File: config.mk
export PLATFORM = sky130hd
export DESIGN_NAME = hs_channel_arbiter
export DESIGN_NICKNAME = d
export VERILOG_FILES = /design/src/rtl/hs_channel_arbiter.sv
export SDC_FILE = /design/constraint.sdc
export NUM_CORES = 1
export LEC_CHECK = 0
export ABC_CLOCK_PERIOD_IN_PS = 2000
export CORE_UTILIZATION = 43
export CTS_CLUSTER_SIZE = 14
export DETAILED_ROUTE_END_ITERATION = 16
export HOLD_SLACK_MARGIN = 0.03
export PLACE_DENSITY = 0.88
export SLEW_MARGIN = 0
export SYNTH_ARGS = -nofsm -noshare
export SYNTH_HDL_FRONTEND = slang
export SYNTH_SLANG_ARGS = --single-unit
File: constraint.sdc
create_clock -name clk_a -period 2 [get_ports clk_a]
set_input_delay 0.2 -clock clk_a [delete_from_list [all_inputs] [get_ports clk_a]]
set_output_delay 0.2 -clock clk_a [all_outputs]
set_load 0.1 [all_outputs]
File: src/rtl/hs_channel_arbiter.sv
`default_nettype none
// ----------------------------------------------------------------------------
// hs_channel_arbiter: round-robin arbiter feeding a four-phase req/ack CDC
// channel from N local requesters. Revision: 1.0
// ----------------------------------------------------------------------------
module hs_channel_arbiter #(
  parameter int N  = 4,
  parameter int DW = 4
) (
  input  logic                 clk_a,
  input  logic                 rst_n,
  input  logic [N-1:0]         src_valid,
  input  logic [N*DW-1:0]      src_data,
  output logic [N-1:0]         src_ready,
  output logic                 data_req,
  output logic [DW-1:0]        data,
  input  logic                 data_ack,
  output logic                 busy,
  output logic [$clog2(N)-1:0] grant_id
);

  localparam int IW = $clog2(N);

  typedef enum logic [1:0] {
    S_IDLE = 2'd0,
    S_REQ  = 2'd1,
    S_DROP = 2'd2
  } state_t;

  state_t        r_state;
  logic          r_ack_meta;
  logic          r_ack_s;
  logic [1:0]    r_warm;
  logic [IW-1:0] r_ptr;

  logic          w_found;
  logic [IW-1:0] w_win;
  logic [IW-1:0] w_idx;
  logic [DW-1:0] w_word;

  // First valid requester after the pointer, wrapping modulo N.
  always_comb begin
    w_found = 1'b0;
    w_win   = '0;
    w_idx   = '0;
    for (int k = 1; k <= N; k++) begin
      w_idx = IW'((int'(r_ptr) + k) % N);
      if (!w_found && src_valid[w_idx]) begin
        w_found = 1'b1;
        w_win   = w_idx;
      end
    end
  end

  assign w_word = src_data[int'(w_win)*DW +: DW];

  always_ff @(posedge clk_a or negedge rst_n) begin
    if (!rst_n) begin
      r_state    <= S_IDLE;
      r_ack_meta <= 1'b0;
      r_ack_s    <= 1'b0;
      r_warm     <= 2'b00;
      r_ptr      <= IW'(N-1);
      src_ready  <= '0;
      data_req   <= 1'b0;
      data       <= '0;
      busy       <= 1'b0;
      grant_id   <= '0;
    end else begin
      r_ack_meta <= data_ack;
      r_ack_s    <= r_ack_meta;
      // Grants wait until the synchronizer holds real samples, so an ack
      // still high across reset cannot be mistaken for a low one.
      r_warm     <= {r_warm[0], 1'b1};
      src_ready  <= '0;
      case (r_state)
        S_IDLE: begin
          if (r_warm[1] && !r_ack_s && w_found) begin
            data     <= w_word;
            grant_id <= w_win;
            r_ptr    <= w_win;
            data_req <= 1'b1;
            busy     <= 1'b1;
            r_state  <= S_REQ;
          end
        end
        S_REQ: begin
          if (r_ack_s) begin
            data_req            <= 1'b0;
            src_ready[grant_id] <= 1'b1;
            r_state             <= S_DROP;
          end
        end
        S_DROP: begin
          if (!r_ack_s) begin
            busy    <= 1'b0;
            r_state <= S_IDLE;
          end
        end
        default: begin
          data_req <= 1'b0;
          busy     <= 1'b0;
          r_state  <= S_IDLE;
        end
      endcase
    end
  end

endmodule
`default_nettype wire

==> impl_results.md <==
* Result of the run: finished clean
* Number of distinct standard cells referenced by the synthesized netlist at 31
* Detailed-route wire length per cell at 13.3 µm
* Proportion of power drawn by flip-flops and latches at 0.315
* Routability cong. at 0.780
* Area enclosed by the die boundary at 2470 µm²
* Total Routing Usage GR at 0.201
* DRT met1 WL at 870 µm
* CTS sink count at 20
* Vias/cell at 5.19
* FFs w/ async S/R, synth at 1.00
* Critical Path AT at 1920 ps
* Class of the worst hold path: input port to asynchronous set/reset pin
* Syn Nets at 110
* Final design instance area without fill at 1370 µm²
* Sequential area share after synthesis at 0.514
* Peak per-stage delay on the critical path at 580 ps
* Clock share of power at 0.111
* Final critical-path required period at 1740 ps
* Total number of yosys warnings at 0
* Setup repair bufs after CTS at 0
* Worst slack after detailed placement at 112 ps
* Maximum level of the CTS H-tree at 1
* Worst-case setup margin in the final layout at 262 ps
* Switching power total at 1.08 mW
* Met3 wire length at 129 µm
* Most instantiated library cell after synthesis: sky130_fd_sc_hd__dfrtp_1
* Post-synthesis instance area at 978 µm²
* Power density of the placed cells at 1500 nW/µm²
* Tcrit/Tclk final at 0.869
* Starting density of the core at 0.479
* Ordered list of cells on the worst path: and3b_1 -> o31ai_4 -> or2_1 -> o211ai_2
* Iteration-0 DRC Markers at 13
* Startpoint Class: register
* Max-capacitance violation count at 0
* Synthesized instance count at 87
* Switching part of the total power at 0.525
* Cts-stage hold buffer count at 0
* Via count at 794
* Area after detailed placement at 1330 µm²
* Initial antenna violation count at 0
* Global-route wire length before repair at 3690 µm
* Pre-Repair DR Iteration Count at 4
* Half-perimeter wire length after detailed placement at 1570 µm
* Type of the worst setup path: register to register
* Number of nets in the layout at 150
* Wirelength, routed at 2030 µm
* Met2 routed wirelength at 1020 µm
* Critical register-to-register path startpoint: r_ptr[0]
* TritonCTS clock tree: built
* R2R setup slack at 260 ps
* Die Width at 49.7 µm
* IO buf count at 34
* Standard cell core area at 2040 µm²
* Static leakage at 0.613 nW
* Pins Over Slew Limit at 0
* Critical path buffer and inverter count at 0
* Layout cells sized above 1 at 0.286
* Cells on worst reg2reg path at 4
* Top cell family by delay on the critical path: flip-flops
* Worst hold margin at 232 ps
* I/O pin total at 35
* Worst-path clk slew at 110 ps
* Critical R2R Capture: data[2]
* Top FF cell, synth: sky130_fd_sc_hd__dfrtp_1
* Remaining global-route overflow at 0
* Post-cts resize count at 0
* Dominant cell type by area after synthesis: sky130_fd_sc_hd__dfrtp_1
* Post-Route Setup TNS at 0 ps
* Std cell rows at 16
* IR Drop Worst-Case VDD at 1.07 mV
* Standard cell with the maximum stage delay on the critical path: sky130_fd_sc_hd__dfstp_2
* Combinational Power Share at 0.574
* Number of enable-type register cells in the synthesized netlist at 0
* Final Non-Filler Cells at 153
* Number of cells after detailed placement at 149
* Final Hold Viols at 0
* Number of nets with antenna violations after detailed routing at 0
* Post-detailed-route DRC marker count at 0
* Y dimension of the die at 49.7 µm
* Internal power component at 0.973 mW
* Leading post-synthesis cells by instance count: 18 x sky130_fd_sc_hd__dfrtp_1, 13 x sky130_fd_sc_hd__nand2_1, 8 x sky130_fd_sc_hd__nand3_1
* N_diodes at 0
* Number of register bits inferred by synthesis at 20
* Final design utilization at 0.669
* Mapped Avg Cell Area at 11.2 µm²
* Top area cells in the synthesized netlist: sky130_fd_sc_hd__dfrtp_1 46%, sky130_fd_sc_hd__dfstp_2 5.4%, sky130_fd_sc_hd__mux2i_1 5.1%, sky130_fd_sc_hd__o211ai_2 5.1%, sky130_fd_sc_hd__nand2_1 5.0%
* Worst clock skew at 2.87 ps
* Critical Path RT at 2180 ps
* Area share of the leading cell type in the synthesized netlist at 0.460
* Clk_lat worst skew at 290 ps
* Layout area overhead at 39.5%
* Setup repair after global routing missed its margin: false
* Worst-case clock buffer depth at 2
* Worst Setup End Kind: register
* F_max at 575 MHz
* Fill cell total of the finished layout at 180
* Pin count of the biggest net entering global routing at 21
* Setup-failing EPs final at 0
* Number of buffers created by CTS at 3
* Root Buffer Master: sky130_fd_sc_hd__clkbuf_4
* Uppermost layer routed: met4
* Via count of the first global-routing pass at 818
* Max Fanout on Critical Path at 9
* Final Power at 2.05 mW
## how the worst max path moves through the flow
stage / startpoint / slack (ps) / to / depth (start not counted)
6_report: r_ptr[0] / 260 / data[2] / 4
5_1_grt: r_ptr[0] / 140 / data[0] / 4
4_1_cts: r_ptr[0] / 270 / data[1] / 4
3_5_place_dp: src_valid[1] / 110 / data[2] / 6
3_3_place_gp: src_valid[1] / 140 / data[0] / 6
2_1_floorplan: r_ptr[1] / 300 / data[0] / 5
## routing by layer
layer,vias to the layer above,global-route usage
met5,-,0
met2,31,0.333
met1,377,0.259
li1,384,-
met3,2,0.0648
met4,0,0.0286
## worst register-to-register path: stages, from the launching register on
cell and delay [ps]:
sky130_fd_sc_hd__dfstp_2 580, sky130_fd_sc_hd__and3b_1 210, sky130_fd_sc_hd__o31ai_4 380, sky130_fd_sc_hd__or2_1 340
sky130_fd_sc_hd__o211ai_2 120
## layout make-up
cell class	instances	area [µm²]	share of cell area
Timing Repair Buffer	37	333	0.244
Clock buffer	4	36.3	0.0266
Inverter	3	11.3	0.00825
Sequential cell	20	503	0.368
Tap cell	27	33.8	0.0247
Multi-Input combinational cell	62	448	0.328
## cell usage in the layout, fill, tap and decap left out, types with 2 or more instances in the layout
master / instances
sky130_fd_sc_hd__mux2_2: 4
sky130_fd_sc_hd__dfrtp_1: 18
sky130_fd_sc_hd__nand2_1: 13
sky130_fd_sc_hd__dfstp_2: 2
sky130_fd_sc_hd__nor2b_1: 3
sky130_fd_sc_hd__mux2i_1: 5
sky130_fd_sc_hd__o21ai_0: 3
sky130_fd_sc_hd__o211ai_2: 4
sky130_fd_sc_hd__nor3b_1: 2
sky130_fd_sc_hd__clkbuf_4: 3
sky130_fd_sc_hd__nand3_1: 8
sky130_fd_sc_hd__clkdlybuf4s50_1: 22
sky130_fd_sc_hd__o21a_1: 3
sky130_fd_sc_hd__inv_1: 3
sky130_fd_sc_hd__buf_4: 15
## logic make-up after synthesis
kind of cell | after synthesis | share of synthesized area
other | 1 | 0.00383
AO/OA/AOI/OAI | 15 | 0.141
multiplexers | 9 | 0.0972
AND/OR/NAND/NOR | 36 | 0.207
buffers and inverters | 5 | 0.0281
XOR/XNOR | 1 | 0.00895
flip-flops | 20 | 0.514
## sequential cells by signal, indices dropped and copies added, names as in the netlist, 2 cells and up
| name | cells |
|---|---|
| data | 4 |
| r_ptr | 2 |
| r_warm | 2 |
| grant_id | 2 |
| r_state | 2 |
| src_ready | 4 |
## power groups by stage
stage / clock [mW] / combinational [mW] / sequential (mW)
detailed placement: 0 / 1.18 / 0.653
global route: 0.264 / 1.23 / 0.673
CTS: 0.237 / 1.18 / 0.649
finish: 0.228 / 1.18 / 0.647
global placement: 0 / 1.16 / 0.649
floorplan: 0 / 0.311 / 1.24
Power figures use the tool's default switching activity.
